## src/rtl/risc_pkg.sv

```systemverilog
// ============================================================================
// risc_pkg : shared state encodings and defaults for the RISC stage sequencer
// Rev 1.0  : initial release
// ============================================================================
`default_nettype none

package risc_pkg;

  localparam int STATE_W = 3;

  typedef enum logic [STATE_W-1:0] {
    ST_IDLE   = 3'd0,
    ST_FETCH  = 3'd1,
    ST_DECODE = 3'd2,
    ST_EXEC   = 3'd3,
    ST_MEM    = 3'd4,
    ST_WB     = 3'd5,
    ST_HALT   = 3'd6
  } state_e;

  localparam logic [31:0] DEFAULT_PC_STEP = 32'd4;

endpackage

`default_nettype wire

```

## src/rtl/seq_wait_timer.sv

```systemverilog
// ============================================================================
// seq_wait_timer : counts memory wait cycles, flags the cycle that hits the limit
// Rev 1.0        : initial release
// ============================================================================
`default_nettype none

module seq_wait_timer #(
  parameter int MEM_TIMEOUT = 15
) (
  input  logic clk,
  input  logic reset,
  input  logic clear,
  input  logic inc,
  output logic expired
);

  localparam logic [7:0] C_LAST = 8'(MEM_TIMEOUT - 1);

  logic [7:0] count_q;
  logic [7:0] count_d;

  always_comb begin
    count_d = count_q;
    if (clear) begin
      count_d = 8'd0;
    end else if (inc) begin
      count_d = count_q + 8'd1;
    end
  end

  // Fires on the wait cycle that would make the count reach MEM_TIMEOUT.
  assign expired = inc && (count_q == C_LAST);

  always_ff @(posedge clk) begin
    if (reset) begin
      count_q <= 8'd0;
    end else begin
      count_q <= count_d;
    end
  end

endmodule

`default_nettype wire

```

## src/rtl/risc_stage_sequencer.sv

```systemverilog
// ============================================================================
// risc_stage_sequencer : multi-cycle stage controller, PC and retire counter
// Rev 1.0              : initial release
// ============================================================================
`default_nettype none

module risc_stage_sequencer
  import risc_pkg::*;
#(
  parameter logic [31:0] RESET_PC    = 32'd0,
  parameter logic [31:0] PC_STEP     = DEFAULT_PC_STEP,
  parameter int          MEM_TIMEOUT = 15
) (
  input  logic                clk,
  input  logic                reset,
  input  logic                run,
  input  logic                mem_ready,
  input  logic                is_halt,
  input  logic                isld,
  input  logic                isst,
  input  logic                isbranchtaken,
  input  logic [31:0]         branchpc,
  output logic [31:0]         pc,
  output logic                if_en,
  output logic                of_en,
  output logic                ex_en,
  output logic                ma_en,
  output logic                wb_en,
  output logic                mem_req,
  output logic                mem_rw,
  output logic [STATE_W-1:0]  state,
  output logic                halted,
  output logic                timeout_err,
  output logic [31:0]         instr_count
);

  state_e      state_q, state_d;
  logic [31:0] pc_q, pc_d;
  logic [31:0] next_pc_q, next_pc_d;
  logic [31:0] count_q, count_d;
  logic        is_store_q, is_store_d;
  logic        halted_q, halted_d;
  logic        timeout_err_q, timeout_err_d;

  logic w_waiting;
  logic w_expired;

  assign w_waiting = (state_q == ST_FETCH) || (state_q == ST_MEM);

  seq_wait_timer #(
    .MEM_TIMEOUT (MEM_TIMEOUT)
  ) u_wait_timer (
    .clk     (clk),
    .reset   (reset),
    .clear   (!w_waiting),
    .inc     (w_waiting && !mem_ready),
    .expired (w_expired)
  );

  always_comb begin
    state_d       = state_q;
    pc_d          = pc_q;
    next_pc_d     = next_pc_q;
    count_d       = count_q;
    is_store_d    = is_store_q;
    halted_d      = halted_q;
    timeout_err_d = timeout_err_q;
    case (state_q)
      ST_IDLE: begin
        if (run) state_d = ST_FETCH;
      end
      ST_FETCH, ST_MEM: begin
        if (mem_ready) begin
          state_d = (state_q == ST_FETCH) ? ST_DECODE : ST_WB;
        end else if (w_expired) begin
          state_d       = ST_HALT;
          halted_d      = 1'b1;
          timeout_err_d = 1'b1;
        end
      end
      ST_DECODE: begin
        if (is_halt) begin
          state_d  = ST_HALT;
          halted_d = 1'b1;
        end else begin
          state_d = ST_EXEC;
        end
      end
      ST_EXEC: begin
        next_pc_d  = isbranchtaken ? branchpc : (pc_q + PC_STEP);
        // Store direction is captured here so mem_rw has no input path in MEM.
        is_store_d = isst;
        state_d    = (isld || isst) ? ST_MEM : ST_WB;
      end
      ST_WB: begin
        pc_d    = next_pc_q;
        count_d = count_q + 32'd1;
        state_d = run ? ST_FETCH : ST_IDLE;
      end
      ST_HALT: begin
        state_d = ST_HALT;
      end
      default: begin
        state_d = ST_IDLE;
      end
    endcase
  end

  always_comb begin
    if_en   = 1'b0;
    of_en   = 1'b0;
    ex_en   = 1'b0;
    ma_en   = 1'b0;
    wb_en   = 1'b0;
    mem_req = 1'b0;
    mem_rw  = 1'b0;
    case (state_q)
      ST_FETCH:  begin if_en = 1'b1; mem_req = 1'b1; end
      ST_DECODE: of_en = 1'b1;
      ST_EXEC:   ex_en = 1'b1;
      ST_MEM:    begin ma_en = 1'b1; mem_req = 1'b1; mem_rw = is_store_q; end
      ST_WB:     wb_en = 1'b1;
      default:   ;
    endcase
  end

  always_ff @(posedge clk) begin
    if (reset) begin
      state_q       <= ST_IDLE;
      pc_q          <= RESET_PC;
      next_pc_q     <= RESET_PC;
      count_q       <= 32'd0;
      is_store_q    <= 1'b0;
      halted_q      <= 1'b0;
      timeout_err_q <= 1'b0;
    end else begin
      state_q       <= state_d;
      pc_q          <= pc_d;
      next_pc_q     <= next_pc_d;
      count_q       <= count_d;
      is_store_q    <= is_store_d;
      halted_q      <= halted_d;
      timeout_err_q <= timeout_err_d;
    end
  end

  assign pc          = pc_q;
  assign state       = state_q;
  assign halted      = halted_q;
  assign timeout_err = timeout_err_q;
  assign instr_count = count_q;

endmodule

`default_nettype wire
```

## config.mk

```make
export PLATFORM = sky130hd
export DESIGN_NAME = risc_stage_sequencer
export DESIGN_NICKNAME = d
export VERILOG_FILES = /design/src/rtl/risc_pkg.sv /design/src/rtl/seq_wait_timer.sv /design/src/rtl/risc_stage_sequencer.sv
export SDC_FILE = /design/constraint.sdc
export NUM_CORES = 1
export LEC_CHECK = 0
export CAP_MARGIN = 20
export CORE_ASPECT_RATIO = 1.2
export CORE_MARGIN = 3
export CORE_UTILIZATION = 30
export CTS_CLUSTER_DIAMETER = 40
export DETAILED_ROUTE_END_ITERATION = 12
export SYNTH_ARGS = -nofsm -noshare
export SYNTH_HDL_FRONTEND = slang
export SYNTH_SLANG_ARGS = --single-unit
```

## constraint.sdc

```tcl
create_clock -name clk -period 1.65 [get_ports clk]
set_input_delay 0.33 -clock clk [delete_from_list [all_inputs] [get_ports clk]]
set_output_delay 0.33 -clock clk [all_outputs]
set_load 0.02 [all_outputs]
```

# After elaboration in Yosys (flattened, before gate mapping)
# Cells that the tools add are included.
# totals
regBits,110
latch_bits,0
ramBits,0
romBits,0
input_bits,40
word_cells,57
memories,0
# classes
addsub,3
n_mul,0
div_mod_pow,0
magnitude_cmp,0
n_eq_ne,12
n_shift,0
mux,20
n_bitwise,2
n_reduce_logical,12
# ops
operator,count
$add 32x1->32 const B,1
$add 32x3->32 const B,1
$mux 32,1
$pmux 3 s6,1
$mux 3,5
$mux 1,12
$eq 3x3->1 const B,3
$add 8x1->8 const B,1
$eq 8x4->1 const B,1
$eq 3x2->1 const B,2
$ne 2x2->1 const B,3
$reduce_and 4->1,1
$reduce_or 2->1,2
$eq 3x1->1 const B,1
$logic_not 3->1,1
$ne 3x1->1 const B,1
$reduce_and 3->1,1
$logic_and 1x1->1,2
$logic_or 1x1->1,2
$ne 2x1->1 const B,1
$not 1->1,2
$pmux 1 s2,1
$reduce_and 2->1,1
$reduce_bool 2->1,1
$logic_not 1->1,1

# Logic depth before layout (Yosys ltp)
# depth
ltp_word,7
mapped_depth,8

# Hierarchy
# From an unflattened synthesis, not the netlist that was laid out.
# hier_totals
cells_unflattened,668
area_unflattened_um2,5275.1
# modules_own_cells
module,n_inst,cells_per_inst,area_each_um2,seq_area_each_um2
risc_stage_sequencer,1,625,4894.7,2042.0
seq_wait_timer,1,43,380.4,160.2

# Worst setup path after synthesis
# Ideal clock, no wire load.
# synth_timing
path_type,register to output
from,"reg state_q[2], in the netlist state[2]"
to,out wb_en
arrival_time_ns,1.583
path_slack_ns,-0.263
path_stages_with_launch,7
path_buffers,3
cell_sequence,dfxtp_1 -> buf_2 -> nand2_1 -> or2_2 -> clkbuf_1 -> inv_2 -> buf_2
# synth_via
elab_chain_cells,2
# synth_rtl
element,line,rtl
start: declaration,risc_stage_sequencer.sv:37,"state_e state_q, state_d;"
start signal: assignment,risc_stage_sequencer.sv:137,state_q <= state_d;
$eq 3x3->1,risc_stage_sequencer.sv:117,case (state_q)
$mux 1,risc_stage_sequencer.sv:117,
end: declaration,risc_stage_sequencer.sv:28,"output logic wb_en,"
# No other way between the ends.

# Worst setup path after layout
# layout_timing
from,"reg state_q[0], in the netlist state[0]"
to,out mem_req
# layout_via
elab_chain_cells,3
elab_cells_between_ends,4
cone_classes,eq/ne: 2; mux: 1; reduce/logical: 1
# layout_rtl
element,line,rtl
$eq 3x1->1 or $eq 3x3->1 (tied branches),risc_stage_sequencer.sv:117,
$reduce_or 2->1 (no line) *,--,
$mux 1 *,risc_stage_sequencer.sv:117,
end: declaration,risc_stage_sequencer.sv:29,"output logic mem_req,"
# Every way passes the cells marked *; elsewhere a longest branch is shown, timed or not.

==> flow_metrics.py <==
metrics = {
    "finish": {
        "nets": 867,
        "n_antenna_cell": 0,
        "drive_above_1_share": 0.238,
        "fin_cells": 1044,
        "fill_cells": 1726,
        "syn_to_final_growth_pct": 46.2,
        "final_area_um2": 7710,
    },
    "synth": {
        "synth_fa_ha_area_frac": 0.00949,
        "yosysTopAreaCellShare": 0.417,
        "synth.area.top_cells": "dfxtp_1 (42%), nand2_1 (7.8%), a21oi_1 (6.4%)",
        "async_flop_share": 0,
        "synth_area_um2": 5280,
        "ys_types": 55,
        "synth_compound_area_frac": 0.131,
        "synth_top_family_by_area": "simple AND/OR/NAND/NOR gates",
        "ys_seq_area_frac": 0.417,
        "yosys_warnings": 0,
        "syn_inst": 646,
        "syn_area_per_cell_um2": 8.17,
        "synthMuxAreaShare": 0.00569,
        "synth_fp_nets": 690,
        "synth-edff-count": 0,
        "ys.flop_type": "dfxtp_1",
        "synth_area_leader_cell": "dfxtp_1",
        "ys_ff_latch": 110,
        "synth_simple_gate_area_frac": 0.292,
        "synthXorXnorAreaFrac": 0.101,
    },
    "timing": {
        "finalSetupViolCount": 1,
        "skew_ps": 8.03,
        "setup_ws_ps": -0.148,
        "rsz0062_at_grt": "true",
        "post-route-period-util": 1.00,
        "slew_headroom": 0.725,
        "tns_ps": -0.148,
        "hold_violations": 0,
        "fmax_ghz": 0.606,
        "post-route-min-period_ps": 1650,
        "slew_viol_final": 0,
        "tightest_slew_ps": 413,
    },
    "worst_setup_path": {
        "critPathLaunchType": "register",
        "arrival_ps": 1320,
        "cp.required_ps": 1320,
        "worstPathCellList": "or2b_1, a21oi_2, buf_4",
        "slowest_stage": "dfxtp_4",
        "worstPathMaxFanout": 6,
        "r2r-end": "state[0]",
        "critPathCaptureType": "primary output",
        "crit_type": "reg2out",
        "critPathMaxStageDelay_ps": 370,
        "r2r_cells": 5,
        "r2r_slack_ps": 40,
        "r2r_start": "state[0]",
    },
    "drt": {
        "drcViolationCount": 0,
        "vias": 5143,
        "finalWirelength_um": 15500,
        "firstDrtPassIters": 5,
        "viasPerCell": 4.93,
        "postRouteAntennaNets": 0,
        "avgRoutedWirePerCell_um": 14.8,
        "drt-initial-drc-count": 268,
    },
    "min_path": {
        "holdPathEnd": "pc[9]",
        "hold_depth": 2,
        "hp-class": "reg2reg",
        "min_from": "next_pc_q[9]",
    },
    "status": {
        "failed_checks": "setup timing",
        "status": "complete, but fails checks",
    },
    "global_routing": {
        "grtUsageTotal": 0.162,
        "antenna_found_initial": 0,
        "overflow": 0,
        "grt_pass1_vias": 5016,
        "grt_pass1_wl_um": 25100,
        "grt_start_max_net_pins": 76,
    },
    "clocking": {
        "clock-root-buffer": "clkbuf_16",
        "h-tree-depth": 3,
        "cts_buffers": 9,
        "cts.clk_slew.worst_paths_ps": 70,
        "cts_hold_buffers": 0,
        "clockBufferDepth": 2,
        "clock_sinks": 110,
        "worstSkewPairLatency_ps": 350,
        "cts_tree": "built",
    },
    "floorplan": {
        "initial_core_util": 0.310,
        "fp.dieW_um": 127,
        "core_area_um2": 17000,
        "fp.dieH_um": 151,
        "dieArea_um2": 19200,
        "num_io_pins": 116,
        "rows": 52,
    },
    "placement": {
        "dp_hpwl_um": 10900,
        "placed_area_um2": 7280,
        "place_inst": 1022,
        "portBuffers": 115,
        "globalplace.congestion": 0.772,
    },
    "pwr": {
        "p_leak_nw": 3.22,
        "vdd_drop_max_mv": 0.452,
        "p_per_area_nw_per_um2": 799,
    },
    "flow_run": {
        "max_cap_violations": 0,
    },
}
-- state kept, by name (all words and copies together), names as in the netlist --
register / flops
state: 3
pc: 32
u_wait_timer.count_q: 8
is_store_q: 1
next_pc_q: 32
timeout_err: 1
instr_count: 32
halted: 1
-- layout by cell type (no fill, tap or decap), types with 6 or more instances in the layout --
cell type	instances
nand2_1	106
buf_4	89
dfxtp_1	78
dlygate4sd2_1	67
a21oi_1	66
nor2_1	49
clkdlybuf4s50_1	37
xor2_1	31
xnor2_1	30
nand3_1	24
dfxtp_2	22
nand4_1	20
o21ai_0	17
inv_1	13
and3_1	13
clkbuf_16	10
dfxtp_4	10
a211oi_1	9
o22ai_1	8
and4_1	7
nor4_2	7
nor4_4	6
a31oi_1	6
nand3b_1	6
nor3_1	6
-- final cells by class --
cell class                      instances  area (µm²)  share of cell area
Inverter                               15        58.8             0.00762
Tap cell                              216         270              0.0350
Clock inverter                          6        66.3             0.00860
Timing Repair Buffer                  204        1760               0.228
Clock buffer                           10         250              0.0324
Multi-Input combinational cell        483        3040               0.394
Sequential cell                       110        2270               0.294
-- stage by stage --
| step | utilization | power [mW] | hold slack, ps | worst slack (ps) |
|---|---|---|---|---|
| 2_1_floorplan | - | 3.33 | 422 | -97.6 |
| 5_1_grt | 0.453 | 6.45 | 468 | -68.8 |
| 3_5_place_dp | 0.427 | 3.86 | 436 | -92.2 |
| 4_1_cts | 0.442 | 6.20 | 449 | -21.1 |
| 3_3_place_gp | 0.427 | 3.85 | 435 | -80.9 |
| 6_report | 0.453 | 6.17 | 446 | -0.148 |
-- critical path: cells and delay by family, from the launching register on --
kind / cells / cell delay, ps
buffers and inverters: 1 / 160
DFF: 1 / 370
and+or+nand+nor: 1 / 290
AOI/OAI and AO/OA: 1 / 150
-- cells by family (layout without fill, tap and decap cells) --
logic type | count (synthesis) | in the layout
flops | 110 | 110
xor+xnor | 61 | 61
buf+inv | 53 | 235
fa+ha+maj | 4 | 4
mux | 3 | 3
simple gates | 294 | 294
compound gates | 121 | 121
-- repair_timing --
| item | in CTS | in global routing |
|---|---|---|
| pin swaps | 0 | 16 |
| endpoints found under the setup margin | 87 | 60 |
| gates cloned | 0 | 1 |
| gates resized for setup | 113 | 35 |
| buffers inserted | 0 | 5 |
-- synthesized netlist by cell type (all sizes together), types with 10 or more instances --
cell type	number
nand3	29
inv	15
nor3	10
nand4	22
xnor2	30
a211oi	11
o21ai	19
a21oi	67
dfxtp	110
xor2	31
and3	14
clkbuf	23
nor2	51
buf	15
nand2	112
nor4	17
-- worst max-delay path by stage --
stage / start / end / slack (ps) / cells past startpoint
finish: state[0] / mem_req / -0.1 / 3
global route: pc[10] / next_pc_q[28] / -70 / 5
CTS: state[2] / ex_en / -20 / 5
detailed placement: state[0] / mem_rw / -90 / 4
global placement: state[2] / wb_en / -80 / 4
floorplan: state[2] / wb_en / -100 / 6
-- routing by layer --
layer	wire length (µm)	share of wire	track usage	up-vias
met5	0	0	0	-
met4	193	0.012	0.0451	0
met3	632	0.041	0.0272	14
met2	7860	0.51	0.292	102
met1	6810	0.44	0.198	2429
li1	-	-	-	2598
-- power by group --
group	switching [mW]	leakage, nW	internal (mW)
registers	0.0535	0.906	2.71
clock network	1.05	0.158	1.28
logic	0.558	2.15	0.515
total	1.66	3.22	4.50
Note: power is estimated with default switching activity, not from simulation.
==> RTL edit, RTL diff (same flow settings) <==
Register the output `instr_count` once more, with the module's reset; this adds one clock of latency there. The other outputs are not delayed to match.
--- a/src/rtl/risc_stage_sequencer.sv
+++ b/src/rtl/risc_stage_sequencer.sv
@@ -150,3 +150,9 @@
   assign timeout_err = timeout_err_q;
-  assign instr_count = count_q;
+  always_ff @(posedge clk) begin
+    if (reset) begin
+      instr_count <= '0;
+    end else begin
+      instr_count <= count_q;
+    end
+  end
 
Behaviour: not the same (a bounded check fails within 10 cycles, from zero or initial values and one cycle with reset high).
==> RTL edit against the unedited design <==
The run still ends with negative setup slack left. Routed wire length is 15% higher. Clock power is 72% higher. Worst setup slack worse by 150 ps. Fmax is 8.5% lower. Synthesized area is 16% higher. Combinational power is 35% lower. Die area is 15% higher. Power is 33% higher. Final area is 22% higher. Sequential cell count is 32 higher. Count of clock-buffer cells in the layout is 11 higher.
==> RTL edit: results (changes against the unedited design) <==
- Finished Layout Cells: 1195 (was 1044)
- Layout net count: 966 (was 867)
- Mapped Cells: 713 (was 646)
- Clk_skew: 9.02 ps (was 8.03 ps)
- DR iter-0 viols: 285 (was 268)
- Sequential fraction of the synthesis area: 46.5% (was 41.7%)
- Worst vdd ir: 850 uV (was 452 uV)
- Placed Area: 0.00823 mm2 (was 0.00728 mm2)
- Worst slew margin: 65.4% (was 72.5%)
- TritonCTS buffer count: 17 (was 9)
- Clock Tree Root: clkbuf_16 (unchanged)
- Vias in the first global route: 5419 (was 5016)
- Flop+latch power: 0.00348 W (was 0.00277 W)
- Met2 wire length: 8900 um (was 7860 um)
- Top post-synthesis cells by count: dfxtp_1, nand2_1, a21oi_1 (unchanged)
- Critical path arrival: 1470 ps (was 1320 ps)
- WL/cell: 14.9 um (was 14.8 um)
- Total global routing track utilization: 15.9% (was 16.2%)
- Final GP Congestion: 0.805 (was 0.772)
- Synth top area cells: dfxtp_1, nand2_1, a21oi_1 (unchanged)
- Clk pin slew, worst setup/hold paths: 60 ps
- H-tree levels: 4 (was 3)
- Pint: 0.00629 W (was 0.00450 W)
- Syn_nets: 757 (was 690)
- Clock Latency Late Sink: 420 ps (was 350 ps)
- Unique masters post-synth: 53 (was 55)
- Ys async rst share: 0% (unchanged)
- Metal-1 WL: 7580 um (was 6810 um)
- Run status: complete, but fails checks (unchanged)
- Hpwl dp: 11700 um (was 10900 um)
- Comb pwr: 0.000699 W (was 0.00107 W)
- Worst hold path class: in2reg (was reg2reg)
- Dpl cells: 1138 (was 1022)
- Sum Neg Setup Slack: -1500 ps (was -0.148 ps)
- CP Max Fanout: 7 (was 6)
- Final worst slack: -153 ps (was -0.148 ps)
- First-pass GRT wire length: 27900 um (was 25100 um)
- Placement Setup Slack: -204 ps (was -92.2 ps)
- Largest net degree at the start of global routing: 74 (was 76)
- Metal3 WL: 1010 um (was 632 um)
- Layout cells sized above 1: 25.7% (was 23.8%)
- Failing checks: negative setup slack (unchanged)
- Final setup violation count: 21 (was 1)
- Sequential fraction of design power: 42.6% (was 44.8%)
- Ant. Diodes: 0 (unchanged)
- Critical path type: reg2out (unchanged)
- Vias: 5683 (was 5143)
- PortBufs: 115 (unchanged)
- TritonRoute pass-1 iters: 4 (was 5)
- Leak: 4.08 nW (was 3.22 nW)
RTL edit: cell count changes in the layout (fill, tap and decap cells not counted), moves of 8 or more:
cell / delta
clkbuf_16: +12
nor2b_1: +29
dlygate4sd2_1: -9
a21oi_1: -8
buf_6: +19
nand2_1: +14
dlymetal6s2s_1: +8
dfxtp_1: +33
RTL edit: cell families after synthesis:
logic type,synth area share [%]
buffers and inverters,3.89
AND/OR/NAND/NOR,27.7
adder cells (fa/ha/maj),0.818
flip-flops,46.5
AO/OA/AOI/OAI,12.4
multiplexers,1.02
XOR/XNOR,7.73
RTL edit: timing repair:
item | 4_1_cts | 5_1_grt
pin swaps | 16 | 45
cloned | 2 | 3
buffers inserted | 12 | 10
gates resized for setup | 135 | 65
hold buffers | 0 | 0
setup endpoints to repair | 106 | 67
RTL edit: worst max-delay path, stage by stage, from the launching register on:
cell     delay, ps
dfxtp_4        380
or2b_4         290
buf_6          120
a21oi_4        130
buf_6          130
RTL edit: path summary, 6_finish.rpt:
path / from / to / slack, ps / cells past startpoint
hold / removal: reset / instr_count[31]$_SDFF_PP0_ / 190 / 2
hold reg to reg: next_pc_q[5]$_SDFFE_PP0P_ / pc[5]$_SDFFE_PP0N_ / 440 / 2
setup reg to reg: count_q[1]$_SDFFE_PP0N_ / count_q[10]$_SDFFE_PP0N_ / -110 / 6
setup / recovery: state[2]$_SDFFE_PP0P_ / mem_req / -150 / 4
RTL edit: metal layers:
layer | GRT usage [%] | up-vias
met5 | 0 | -
met4 | 5.50 | 0
met3 | 3.68 | 26
met2 | 26.8 | 155
met1 | 19.9 | 2610
li1 | - | 2892
RTL edit: cell type report:
class	instances	area, um2
inverters	13	66.3
clock buffers	21	504
well taps	261	327
clock inverters	10	124
fillers	1859	10300
multi-input cells	516	3320
repair buffers	232	2150
flip-flops and latches	142	2920
